===== config.mk =====
export PLATFORM = sky130hd
export DESIGN_NAME = sif_bridge
export DESIGN_NICKNAME = d
export VERILOG_FILES = /design/src/rtl/sif_bridge.sv
export SDC_FILE = /design/constraint.sdc
export NUM_CORES = 1
export LEC_CHECK = 0
export ABC_CLOCK_PERIOD_IN_PS = 6200
export BUFFER_PORTS_ARGS = -buffer_cell sky130_fd_sc_hd__buf_2
export CORE_UTILIZATION = 55
export DETAILED_ROUTE_END_ITERATION = 8
export GPL_TIMING_DRIVEN = 1
export HOLD_SLACK_MARGIN = 0.06
export PLACE_DENSITY = 0.73
export SETUP_SLACK_MARGIN = 0.4
export SYNTH_ARGS = -nofsm -noshare
export SYNTH_HDL_FRONTEND = slang
export SYNTH_SLANG_ARGS = --single-unit

===== constraint.sdc =====
create_clock -name clk -period 6.2 [get_ports clk]
set_clock_uncertainty 0.2 [all_clocks]
set_input_delay 0.62 -clock clk [delete_from_list [all_inputs] [get_ports clk]]
set_output_delay 0.62 -clock clk [all_outputs]
set_load 0.05 [all_outputs]

===== src/rtl/sif_bridge.sv =====
`default_nettype none
// ============================================================================
// Module   : sif_bridge
// Purpose  : SIF slave bridge. The xa (host) side writes and reads a local
//            register bank; every accepted xa write is also queued in a
//            write-forward FIFO and replayed on the wa side with a
//            ready/valid handshake. Provides backpressure (xa_busy), sticky
//            overflow reporting (xa_ovf) and configurable widths/depths.
// Ports    : clk, rst_n (sync, active-low)
//            xa_addr, xa_data_wr, xa_wr_s, xa_rd_s     host request
//            xa_data_rd, xa_rd_valid                    host read return
//            xa_busy, xa_ovf                            host flow status
//            wa_addr, wa_data_wr, wa_wr_s, wa_ready     forwarded writes
//            fifo_level                                 FIFO occupancy
//            drop_cnt (only with SIF_DROP_CNT_EN)       saturating drop count
// Options  : `define SIF_DROP_CNT_EN adds the drop_cnt[7:0] output.
// Revision : 1.0 - initial release
// ============================================================================
module sif_bridge #(
  parameter int AW         = 16,
  parameter int DW         = 16,
  parameter int NREGS      = 16,
  parameter int FIFO_DEPTH = 4
) (
  input  logic                          clk,
  input  logic                          rst_n,
  input  logic [AW-1:0]                 xa_addr,
  input  logic [DW-1:0]                 xa_data_wr,
  input  logic                          xa_wr_s,
  input  logic                          xa_rd_s,
  output logic [DW-1:0]                 xa_data_rd,
  output logic                          xa_rd_valid,
  output logic                          xa_busy,
  output logic                          xa_ovf,
  output logic [AW-1:0]                 wa_addr,
  output logic [DW-1:0]                 wa_data_wr,
  output logic                          wa_wr_s,
  input  logic                          wa_ready,
`ifdef SIF_DROP_CNT_EN
  output logic [7:0]                    drop_cnt,
`endif
  output logic [$clog2(FIFO_DEPTH):0]   fifo_level
);

  localparam int PW = $clog2(FIFO_DEPTH);
  localparam int LW = $clog2(FIFO_DEPTH) + 1;
  localparam int IW = (NREGS > 1) ? $clog2(NREGS) : 1;
  // NREGS extended by one bit so the range check covers the full address.
  localparam logic [AW:0]   NREGS_EXT = (AW+1)'(NREGS);
  localparam logic [LW-1:0] LVL_FULL  = LW'(FIFO_DEPTH);

  logic [DW-1:0] regs_q [NREGS];
  logic [AW-1:0] fa_q   [FIFO_DEPTH];
  logic [DW-1:0] fd_q   [FIFO_DEPTH];

  logic [PW-1:0] wr_ptr_q, wr_ptr_d;
  logic [PW-1:0] rd_ptr_q, rd_ptr_d;
  logic [LW-1:0] level_q, level_d;
  logic          ovf_q, ovf_d;
  logic          rd_valid_q;
  logic [DW-1:0] rd_data_q;

  logic          busy;
  logic          in_range;
  logic          push;
  logic          pop;
  logic [IW-1:0] reg_idx;

  // Full-width compare: high address bits never alias onto the bank.
  assign in_range = ({1'b0, xa_addr} < NREGS_EXT);
  assign reg_idx  = xa_addr[IW-1:0];

  always_comb begin
    busy     = (level_q == LVL_FULL);
    // Full blocks the write even if a pop happens on the same edge.
    push     = xa_wr_s & ~busy;
    pop      = (level_q != '0) & wa_ready;
    wr_ptr_d = push ? (wr_ptr_q + PW'(1)) : wr_ptr_q;
    rd_ptr_d = pop  ? (rd_ptr_q + PW'(1)) : rd_ptr_q;
    level_d  = level_q;
    case ({push, pop})
      2'b10:   level_d = level_q + LW'(1);
      2'b01:   level_d = level_q - LW'(1);
      default: level_d = level_q;
    endcase
    ovf_d    = ovf_q | (xa_wr_s & busy);
  end

`ifdef SIF_DROP_CNT_EN
  logic [7:0] drop_cnt_q;
  assign drop_cnt = drop_cnt_q;
`endif

  always_ff @(posedge clk) begin
    if (!rst_n) begin
      for (int i = 0; i < NREGS; i++) regs_q[i] <= '0;
      for (int i = 0; i < FIFO_DEPTH; i++) begin
        fa_q[i] <= '0;
        fd_q[i] <= '0;
      end
      wr_ptr_q   <= '0;
      rd_ptr_q   <= '0;
      level_q    <= '0;
      ovf_q      <= 1'b0;
      rd_valid_q <= 1'b0;
      rd_data_q  <= '0;
`ifdef SIF_DROP_CNT_EN
      drop_cnt_q <= '0;
`endif
    end else begin
      wr_ptr_q   <= wr_ptr_d;
      rd_ptr_q   <= rd_ptr_d;
      level_q    <= level_d;
      ovf_q      <= ovf_d;
      rd_valid_q <= xa_rd_s;
      // Read samples the bank before this edge's write lands.
      if (xa_rd_s) rd_data_q <= in_range ? regs_q[reg_idx] : '0;
      if (push) begin
        fa_q[wr_ptr_q] <= xa_addr;
        fd_q[wr_ptr_q] <= xa_data_wr;
        if (in_range) regs_q[reg_idx] <= xa_data_wr;
      end
`ifdef SIF_DROP_CNT_EN
      if (xa_wr_s && busy && (drop_cnt_q != 8'hFF)) drop_cnt_q <= drop_cnt_q + 8'd1;
`endif
    end
  end

  assign xa_data_rd  = rd_data_q;
  assign xa_rd_valid = rd_valid_q;
  assign xa_busy     = busy;
  assign xa_ovf      = ovf_q;
  assign wa_wr_s     = (level_q != '0);
  // Head entry comes straight from registered storage, so it stays stable
  // while the downstream holds off.
  assign wa_addr     = fa_q[rd_ptr_q];
  assign wa_data_wr  = fd_q[rd_ptr_q];
  assign fifo_level  = level_q;

endmodule
`default_nettype wire


==> results.py, run 1 <==
metrics = {
    "outcome": {
        "status": "finished, final reports clean",
    },
    "global_routing": {
        "grt_overflow_total": 0,
        "grt_pass1_wl_microns": 65520,
        "grt_pass1_vias": 10826,
        "grtUsageTotal_pct": 27.00,
        "antenna_found_initial": 0,
        "grt_max_degree": 78,
    },
    "yosys": {
        "post-synth-top-count-cell": "edfxtp_1",
        "synthFlopType": "edfxtp_1",
        "synth_cell_types": 41,
        "ys_ff_latch": 411,
        "syn-num-nets": 1384,
        "synth_enable_flop_cells": 384,
        "seq_area_frac_synth_pct": 68.57,
        "synth_area_leaders": "edfxtp_1 66%, mux2i_1 7.2%, nor2_1 7.1%",
        "ys_top_cells_by_count": "384 x edfxtp_1, 332 x nor2_1, 127 x mux2i_1",
        "async_flop_share_pct": 0,
        "yosysWarnings": 0,
        "yosysTopAreaCellShare_pct": 65.50,
        "synth.largest_area_cell": "edfxtp_1",
        "avgSynthCellArea_sq_um": 13.09,
        "syn-instance-count": 1345,
        "netlist_area_sq_um": 17600,
    },
    "setup_path": {
        "cp-endpoint": "regs_q[13][4]$_SDFFCE_PN0P_",
        "end_kind": "flip-flop",
        "path_max_fanout": 22,
        "critPathKind": "in -> reg",
        "critPathTopFamily": "simple AND/OR/NAND/NOR gates",
        "cpPeakStageDelay_ns": 0.98,
        "arrival_ns": 4.19,
        "r2r-start": "fifo_level[0]$_SDFFE_PN0P_",
        "worst-path-stages": 6,
        "cp-startpoint": "xa_addr[15]",
        "r2r_end": "regs_q[0][15]$_SDFFCE_PN0P_",
        "critPathLaunchType": "input pin",
        "ff2ff_path_depth": 7,
        "cp_num_buf_inv": 2,
        "critical_path.slowest_cell": "nand4_1",
        "reg2reg_slack_ns": 2.38,
        "critPathRequiredTime_ns": 6.15,
        "path_cells": "buf_2, or4_4, nor3_2, nand4_1, buf_4, o21ai_2",
    },
    "clock_network": {
        "cts_tree": "done",
        "clk_path_buf_depth": 3,
        "htreeDepth": 2,
        "holdBufCountCts": 0,
        "cts.reportedPaths.clkPinSlew_ns": 0.06,
        "cts_resized": 0,
        "post_cts_buffers": 0,
        "clock_sinks": 411,
        "cts_buffers": 42,
        "clock_latency_ns": 0.53,
        "clock-root-buffer": "clkbuf_16",
    },
    "floorplanning": {
        "die_h_microns": 180.9,
        "die_w_microns": 180.9,
        "die_area_sq_um": 32730,
        "initial_core_util_pct": 55.79,
        "core_sq_um": 31560,
        "fp-row-count": 65,
        "pin_count": 92,
    },
    "power_and_ir_drop": {
        "p_leak_uw": 0.007404,
        "peakVddDrop_mv": 0.1981,
        "powerDensity_nw_per_um2": 344.9,
        "power_uw": 6831,
    },
    "sta": {
        "max_slew_margin_pct": 23.52,
        "setup_tns_ns": 0,
        "finalHoldViolCount": 0,
        "final.min_clock_period_ns": 4.245,
        "fin_crit_sh_pct": 68.47,
        "finalMaxSlewViolations": 0,
        "holdWs_ns": 0.1674,
        "fmax_ghz": 0.2356,
        "setup_viol": 0,
        "worst_slew_pin_slew_ns": 1.144,
        "rsz0062_at_grt": "false",
    },
    "cells_and_area": {
        "finalInstanceArea_sq_um": 19800,
        "drive_above_1_share_pct": 16.31,
        "fillers": 2410,
        "nets": 1457,
        "post-route-util_pct": 62.76,
        "area_growth_pct": 12.49,
    },
    "routing": {
        "drtPass1Iterations": 5,
        "antenna_left": 0,
        "wl_per_cell_microns": 23.42,
        "vias_per_cell": 5.984,
        "drt_drc_violations_left": 0,
        "routed_wl_microns": 43330,
        "drt_iter0_drc": 1334,
        "vias": 11070,
    },
    "placed_design": {
        "port_buffers": 91,
        "dpl.hpwl_microns": 27450,
        "placed_cell_area_sq_um": 18520,
        "gp_congestion": 0.8811,
    },
    "run": {
        "cap_violations": 0,
    },
    "worst_hold_path": {
        "hp-class": "in -> reg",
    },
}
==> how the worst min path moves through the flow <==
stage	startpoint	to	slack, ns	cells after the start
floorplan	rd_ptr_q[1]$_SDFFE_PN0P_	flip-flop	0.28	2
global placement	xa_data_rd[1]$_SDFFE_PN0P_	xa_data_rd[1]$_SDFFE_PN0P_	0.24	2
detailed placement	xa_data_rd[0]$_SDFFE_PN0P_	xa_data_rd[0]$_SDFFE_PN0P_	0.24	2
CTS	xa_wr_s	xa_ovf$_SDFF_PN0_	0.17	3
global route	xa_wr_s	xa_ovf$_SDFF_PN0_	0.18	3
finish	xa_wr_s	xa_ovf$_SDFF_PN0_	0.17	3
==> registers in the layout, summed over array words and instances, names as in the netlist, named ones only <==
register and count:
rd_ptr_q 2, xa_rd_valid 1, regs_q 256, fd_q 64
fifo_level 3, fa_q 64, xa_data_rd 16, wr_ptr_q 2
xa_ovf 1
==> per-layer routing <==
layer  wire length, microns  global-route usage [%]
met4                   1345                   8.581
met2                  20960                   44.15
met5                      0                       0
met3                   3849                   4.293
met1                  17170                   37.34
==> layout make-up <==
cell class                      count  area, sq um  share of cell area, %
Antenna cell                        1        2.502                0.01264
Clock buffer                       57         1171                  5.914
Clock inverter                     16        105.1                 0.5307
Inverter                           39        146.4                 0.7392
Multi-Input combinational cell    801         5100                  25.75
Sequential cell                   411        12070                  60.97
Tap cell                          402        503.0                  2.540
Timing Repair Buffer              123        701.9                  3.545
==> report_power, final <==
part           total, uW  leakage, uW  switching [uW]  internal [uW]
clock network       2370     0.000625            1010           1360
registers           3260      0.00420            55.4           3210
logic               1200      0.00258             846            349
total               6830      0.00740            1910           4920
==> layout by cell type, fill, tap and decap left out, types with 3 or more instances in the layout <==
cell type	netlist	routed
edfxtp_1	384	384
mux2i_1	127	127
nand2b_1	4	3
nor2_1	332	332
a21oi_1	3	3
o21ai_4	0	3
xor2_1	4	4
clkbuf_16	0	45
nand2_1	116	116
mux4_2	32	32
clkbuf_1	60	12
and2_1	33	33
dfxtp_1	27	26
inv_1	39	39
clkinv_2	0	9
o21ai_1	10	18
clkinv_1	0	4
nand4_1	16	16
buf_4	0	32
or4_1	3	3
and3b_1	3	3
o21ai_2	0	8
o21ai_0	26	7
nor2b_1	3	3
nor3b_2	0	3
a22oi_1	60	60
buf_2	25	90
==> stage by stage <==
| step | std cells | setup WS, ns |
|---|---|---|
| final | 1850 | 1.955 |
| after global routing | 1849 | 1.920 |
| after CTS | 1849 | 2.010 |
| after detailed placement | 1776 | 1.456 |
| after global placement | 1776 | 1.560 |
| after floorplan | 1345 | 2.175 |
==> worst min-delay path: cells and delay by family <==
family                 cells  cell delay [ns]
AO/OA/AOI/OAI              1             0.06
buffers and inverters      1             0.11
AND/OR/NAND/NOR            1             0.08
==> cell families (layout without fill, tap and decap cells) <==
group	count (synthesis)	in the layout	share of synthesized area, %
AND/OR/NAND/NOR	527	527	12.52
flip-flops	411	411	68.57
multiplexers	160	160	11.38
buffers and inverters	133	235	3.014
AO/OA/AOI/OAI	106	106	4.037
XOR/XNOR	6	6	0.2985
adder cells (fa/ha/maj)	2	2	0.1848
other	0	1	0
Power figures use the tool's default switching activity.
==> run 2, diff against run 1 <==
- ABC_CLOCK_PERIOD_IN_PS: 6200 -> 3750
- PLACE_DENSITY: 0.73 -> 0.76
- clock period: 6.2 -> 3.75 ns (I/O delays scaled with it)
==> results.py, run 2 (synthesized netlist as in run 1, its figures left out) <==
metrics = {
    "routing": {
        "antenna_left": 0,
        "drt_drc_violations_left": 0,
        "vias": 11310,
        "drt_iter0_drc": 1522,
        "vias_per_cell": 6.016,
        "wl_per_cell_microns": 22.65,
        "drtPass1Iterations": 6,
        "routed_wl_microns": 42590,
    },
    "placed_design": {
        "port_buffers": 91,
        "dpl.cell_count": 1789,
        "dpl.hpwl_microns": 28930,
        "gp_congestion": 0.8757,
    },
    "run": {
        "cap_violations": 0,
    },
    "global_routing": {
        "grt_pass1_wl_microns": 64650,
        "grt_pass1_vias": 10995,
        "grt_max_degree": 69,
        "grt_overflow_total": 0,
        "antenna_found_initial": 0,
        "grtUsageTotal_pct": 26.57,
    },
    "sta": {
        "finalMaxSlewViolations": 0,
        "rsz0062_at_grt": "false",
        "worst_slew_pin_slew_ns": 1.052,
        "holdWs_ns": 0.09793,
        "setup_tns_ns": 0,
        "fmax_ghz": 0.3071,
        "final.min_clock_period_ns": 3.257,
        "finalHoldViolCount": 0,
        "setup_viol": 0,
        "fin_crit_sh_pct": 86.84,
        "max_slew_margin_pct": 29.74,
    },
    "floorplanning": {
        "pin_count": 92,
        "die_w_microns": 180.9,
        "fp-row-count": 65,
        "die_h_microns": 180.9,
        "die_area_sq_um": 32730,
        "initial_core_util_pct": 55.79,
        "core_sq_um": 31560,
    },
    "setup_path": {
        "critPathLaunchType": "input pin",
        "path_max_fanout": 29,
        "end_kind": "flip-flop",
        "critPathRequiredTime_ns": 3.78,
        "r2r-start": "fifo_level[2]$_SDFFE_PN0P_",
        "critPathKind": "in -> reg",
        "arrival_ns": 3.29,
        "cp-startpoint": "xa_addr[10]",
    },
    "clock_network": {
        "cts_buffers": 41,
        "clk_path_buf_depth": 3,
        "htreeDepth": 2,
        "post_cts_buffers": 0,
        "clock_latency_ns": 0.53,
        "cts_tree": "done",
        "cts_resized": 0,
        "cts.reportedPaths.clkPinSlew_ns": 0.06,
        "clock-root-buffer": "clkbuf_16",
        "clock_sinks": 411,
        "holdBufCountCts": 15,
    },
    "cells_and_area": {
        "largest_register_ffs": 256,
        "nets": 1484,
        "instances_no_fill": 1880,
        "post-route-util_pct": 64.00,
        "max_flop_register": "regs_q",
        "reg_top3": "regs_q x256, fa_q x64, fd_q x64",
        "final_common_cell": "edfxtp_1",
        "mostFrequentLayoutCells": "384 x edfxtp_1, 332 x nor2_1, 127 x mux2i_1",
        "drive_above_1_share_pct": 17.05,
        "n_antenna_cell": 0,
        "area_growth_pct": 14.72,
    },
    "worst_hold_path": {
        "hp-class": "in -> reg",
        "min_from": "xa_data_wr[15]",
    },
    "power_and_ir_drop": {
        "peakVddDrop_mv": 0.4183,
        "powerDensity_nw_per_um2": 573.5,
        "p_leak_uw": 0.007601,
    },
    "outcome": {
        "status": "finished, final reports clean",
    },
}
## run 2: changes by cell type in the layout (fill, tap and decap cells not counted), sizes merged
cell	delta
diode	-1
buf	+13
inv	+2
clkbuf	+3
bufinv	+3
clkinvlp	-2
clkinv	-3
dlygate4sd3	+15
## run 2: final cells by class
type / instances / area (sq um)
flip-flops and latches: 411 / 12070
multi-input cells: 801 / 5097
fillers: 2262 / 11360
clock inverters: 16 / 178.9
repair buffers: 151 / 987.2
inverters: 39 / 146.4
well taps: 402 / 503.0
clock buffers: 60 / 1210
## run 2: path summary, 6_finish.rpt
path / slack [ns] / cells after the start / to
max: 0.49 / 8 / regs_q[2][10]$_SDFFCE_PN0P_
min: 0.1 / 2 / fd_q[0][15]$_SDFFCE_PN0P_
max reg2reg: 0.96 / 8 / fifo_level[2]$_SDFFE_PN0P_
min reg2reg: 0.25 / 2 / xa_data_rd[11]$_SDFFE_PN0P_
## run 2: per-layer routing
layer / GRT usage (%) / share of wire [%] / vias to the layer above
li1: - / - / 5026
met1: 38.08 / 41 / 5619
met2: 42.30 / 47 / 592
met3: 3.487 / 9.5 / 73
met4: 9.026 / 3.1 / 0
met5: 0 / 0 / -
## run 2: metrics by stage
step	power (uW)	setup WS (ns)	instance area [sq um]
finish	11580	0.4935	20200
global route	11920	0.4084	20200
CTS	11610	0.5114	20200
detailed placement	7486	0.5538	18660
global placement	7448	0.6186	18660
floorplan	6936	-0.2746	17600
## run 2: worst max-delay path, stage by stage
cell           delay [ns]
dlygate4sd3_1        0.55
buf_2                0.14
or4_1                0.59
nor3_2               0.46
nand3_2              0.37
buf_4                0.35
o21ai_1              0.20
buf_4                0.24
## run 2: report_power, final
| group | total [uW] | leakage [uW] | switching, uW | internal [uW] |
|---|---|---|---|---|
| sequential | 5410 | 0.00420 | 112 | 5300 |
| combinational | 2000 | 0.00272 | 1400 | 600 |
| clock | 4170 | 0.000685 | 1660 | 2510 |
